## config.mk

```make
export PLATFORM = sky130hd
export DESIGN_NAME = regfile_write_arbiter
export DESIGN_NICKNAME = d
export VERILOG_FILES = /design/src/rtl/regfile_write_arbiter.sv
export SDC_FILE = /design/constraint.sdc
export NUM_CORES = 1
export LEC_CHECK = 0
export ABC_AREA = 1
export CAP_MARGIN = 20
export CORE_MARGIN = 5
export CORE_UTILIZATION = 50
export CTS_CLUSTER_SIZE = 10
export DETAILED_ROUTE_END_ITERATION = 7
export PLACE_DENSITY = 0.86
export RECOVER_POWER = 25
export SLEW_MARGIN = 15
export SYNTH_ARGS = -nofsm -noshare
export SYNTH_HDL_FRONTEND = slang
export SYNTH_SLANG_ARGS = --single-unit
```

## constraint.sdc

```tcl
create_clock -name clk -period 3.7 [get_ports clk]
set_clock_uncertainty 0.05 [all_clocks]
set_input_delay 0.555 -clock clk [delete_from_list [all_inputs] [get_ports clk]]
set_output_delay 0.555 -clock clk [all_outputs]
set_load 0.005 [all_outputs]
```

## src/rtl/regfile_write_arbiter.sv

```systemverilog
// Register-file write-port arbiter between pipeline (A) and long-latency unit (B) with a busy scoreboard.
// Latency: accepted write appears on WriteReg/DstReg/DstData one cycle later. Backpressure: ready only to the
// granted requester; A stalls while its destination is busy. Macro REGARB_FIXED_PRIO_EN: A always wins ties.
module regfile_write_arbiter (
    input  logic        clk,
    input  logic        rst,
    input  logic        req_a_valid,
    input  logic [3:0]  req_a_reg,
    input  logic [15:0] req_a_data,
    output logic        req_a_ready,
    input  logic        req_b_valid,
    input  logic [3:0]  req_b_reg,
    input  logic [15:0] req_b_data,
    output logic        req_b_ready,
    input  logic        issue_valid,
    input  logic [3:0]  issue_reg,
    output logic        issue_ready,
    input  logic [3:0]  SrcReg1,
    input  logic [3:0]  SrcReg2,
    output logic        hazard1,
    output logic        hazard2,
    output logic        WriteReg,
    output logic [3:0]  DstReg,
    output logic [15:0] DstData
);

    logic [15:0] busy;
    logic [15:0] busy_next;
    logic        a_elig;
    logic        b_elig;
    logic        grant_a;
    logic        grant_b;
    logic        issue_fire;

    assign a_elig = req_a_valid & ~busy[req_a_reg];
    assign b_elig = req_b_valid;

`ifdef REGARB_FIXED_PRIO_EN
    assign grant_a = a_elig;
`else
    // last_grant_b=1 means B won most recently, so A wins the next tie.
    logic last_grant_b;

    assign grant_a = a_elig & (~b_elig | last_grant_b);

    always_ff @(posedge clk or negedge rst) begin
        if (!rst) begin
            last_grant_b <= 1'b1;
        end else if (grant_a) begin
            last_grant_b <= 1'b0;
        end else if (grant_b) begin
            last_grant_b <= 1'b1;
        end
    end
`endif

    assign grant_b     = b_elig & ~grant_a;
    assign req_a_ready = grant_a;
    assign req_b_ready = grant_b;

    assign issue_ready = ~busy[issue_reg];
    assign issue_fire  = issue_valid & issue_ready;

    // In-flight writes are covered by the register-file bypass, so hazards see only the scoreboard.
    assign hazard1 = busy[SrcReg1];
    assign hazard2 = busy[SrcReg2];

    // Set is applied after clear so a same-edge issue to the register B is retiring wins.
    always_comb begin
        busy_next = busy;
        if (grant_b) begin
            busy_next[req_b_reg] = 1'b0;
        end
        if (issue_fire) begin
            busy_next[issue_reg] = 1'b1;
        end
    end

    always_ff @(posedge clk or negedge rst) begin
        if (!rst) begin
            busy <= 16'h0000;
        end else begin
            busy <= busy_next;
        end
    end

    always_ff @(posedge clk or negedge rst) begin
        if (!rst) begin
            WriteReg <= 1'b0;
            DstReg   <= 4'h0;
            DstData  <= 16'h0000;
        end else begin
            WriteReg <= grant_a | grant_b;
            if (grant_a) begin
                DstReg  <= req_a_reg;
                DstData <= req_a_data;
            end else if (grant_b) begin
                DstReg  <= req_b_reg;
                DstData <= req_b_data;
            end
        end
    end

endmodule
```

==> results.ini <==
[run_status]
status = finished with violations
violations = max-capacitance violations, max-slew violations

[die]
chipHeight_um = 81.0
io_pins = 83
core_region_area_um2 = 4820
rows = 25
start_util = 0.523
dieArea_um2 = 6560
die_x_um = 81.0

[timing]
setup_viol = 0
slew_headroom = -0.346
fin_tns_setup_ns = 0
rsz0062_at_grt = no
tightestPinTransition_ns = 2.02
finalMaxSlewViolations = 39
fmax_ghz = 0.303
min_period_ns = 3.30
finalCritPeriodShare = 0.892
finalHoldViolCount = 0

[cts]
cts_hold_buf = 0
cts-root-buf = clkbuf_8
cts_tree = done
clk_path_buf_depth = 2
postCtsSetupRepairBufs = 0
ctsResizeCount = 0
clk_latency_ns = 0.29
htree_levels = 2
clock_sinks = 38
cts_buffers = 5
clkTransAtPathRegs_ns = 0.07

[yosys]
syn_avg_cell_area_um2 = 6.68
syn_area_um2 = 2520
synthesis.nets = 434
ys_types = 23
synth_top_area_frac = 0.368
yosysTopAreaCell = dfrtp_1
ys_warn_count = 0
synth.yosys.seq_area_share = 0.378
ys_seq_elements = 38
synthCells = 377
synth_area_leaders = dfrtp_1, nand3_1, nand2_1

[power_and_ir_drop]
ir_drop_mv = 0.328
power_leakage_uw = 0.00160
pwr_density_cell_nw_per_um2 = 413

[place]
gp_congestion = 0.891
dpl.cell_count = 509
io_buffers = 82
dp_hpwl_mm = 5.54

[final_layout]
area_delta_synth_final_pct = 36.6
diodes = 0
final_nets = 506
final_common_cell = nand2_1
final_cell_mix = nand2_1, nand3_1, clkdlybuf4s50_1
finalNonFillerCells = 517
drive_gt1_frac = 0.0400

[setup_path]
worstSetupEndpointType = primary output
crit_type = primary input to primary output
r2r-end = busy[0]$_DFF_PN0_
cp_data_arrival_time_ns = 2.69
crit_required_ns = 3.09
reg2reg_slack_ns = 1.70
cp-start-kind = primary input
worstRegToRegCells = 10
r2r-start = busy[15]$_DFF_PN0_
crit_fanout = 14

[drt]
post_drt_wl_per_cell_um = 14.5
wl_mm = 7.49
num_vias = 2874
first_iter_violations = 265
vias_per_cell = 5.56
dr.pass1.iters = 5
drc_errors = 0
ant_nets = 0

[grt]
grt_pass1_wl_mm = 12.0
grt_pass1_vias = 2582
overflow = 0
antenna_found_initial = 0
grt.total_usage = 0.234
grt_max_degree = 47

[min_path]
min_to = busy[11]$_DFF_PN0_
min_from = busy[11]$_DFF_PN0_
hold_class = flip-flop to flip-flop
holdPathStages = 2

[run]
max_cap_viol_count = 1

state kept, by name, indices dropped and copies added, names as in the netlist:
name	cells
DstData	16
busy	16
DstReg	4
WriteReg	1
last_grant_b	1
routing by layer:
layer	global-route usage	up-vias	wire [µm]
li1	-	1406	-
met2	0.390	132	3810
met1	0.306	1322	3030
met4	0.0963	0	163
met5	0	-	0
met3	0.0322	14	499
synthesized netlist by cell type, drive strengths merged:
cell type,number
nand2,106
nand3,90
dfrtp,37
inv,34
nor2,27
o21ai,22
nand4,17
a21oi,16
buf,12
clkbuf,8
o221ai,3
o211ai,2
a21boi,1
dfstp,1
nand3b,1
critical path: stages:
cell	delay [ns]
clkdlybuf4s50_1	0.70
inv_1	0.19
nand2_1	0.10
nand3_1	0.07
nand3_1	0.09
nand3_1	0.09
nand3_2	0.24
nand2_1	0.09
inv_1	0.06
clkdlybuf4s50_1	0.49
area by class of cell:
type / count / area [µm²]
clock buffers: 7 / 86.3
clock inverters: 1 / 30.0
fillers: 427 / 1380
inverters: 34 / 128
multi-input cells: 285 / 1320
flip-flops and latches: 38 / 952
well taps: 67 / 83.8
repair buffers: 85 / 837
worst max path at each step:
stage | to | from
2_1_floorplan | req_b_ready | req_a_reg[0]
3_3_place_gp | req_b_ready | req_a_reg[0]
3_5_place_dp | req_b_ready | req_a_reg[0]
4_1_cts | req_b_ready | req_a_reg[0]
5_1_grt | req_b_ready | req_a_reg[0]
6_report | req_b_ready | req_a_reg[0]
per-stage QoR:
stage	power (µW)	setup WS, ns	hold slack, ns	util	instance area (µm²)
after floorplan	823	1.60	0.209	-	2520
after global placement	1050	0.506	0.408	0.690	3320
after detailed placement	1070	0.422	0.414	0.690	3320
after CTS	1430	0.414	0.345	0.714	3440
after global routing	1510	0.223	0.446	0.714	3440
final	1420	0.400	0.427	0.714	3440
kinds of logic (layout without fill, tap and decap cells):
kind of cell,after synthesis,count (layout),synth area share
and+or+nand+nor,241,241,0.430
DFF,38,38,0.378
buffers and inverters,54,127,0.0969
AOI/OAI and AO/OA,44,44,0.0949
power by group:
| part | internal [µW] | switching [µW] | leakage [µW] | total (µW) |
|---|---|---|---|---|
| Clock | 220 | 141 | 0.0000585 | 361 |
| Combinational | 226 | 254 | 0.00109 | 480 |
| Sequential | 503 | 78.4 | 0.000456 | 582 |
| Total | 949 | 473 | 0.00160 | 1420 |
Power figures use the tool's default switching activity.
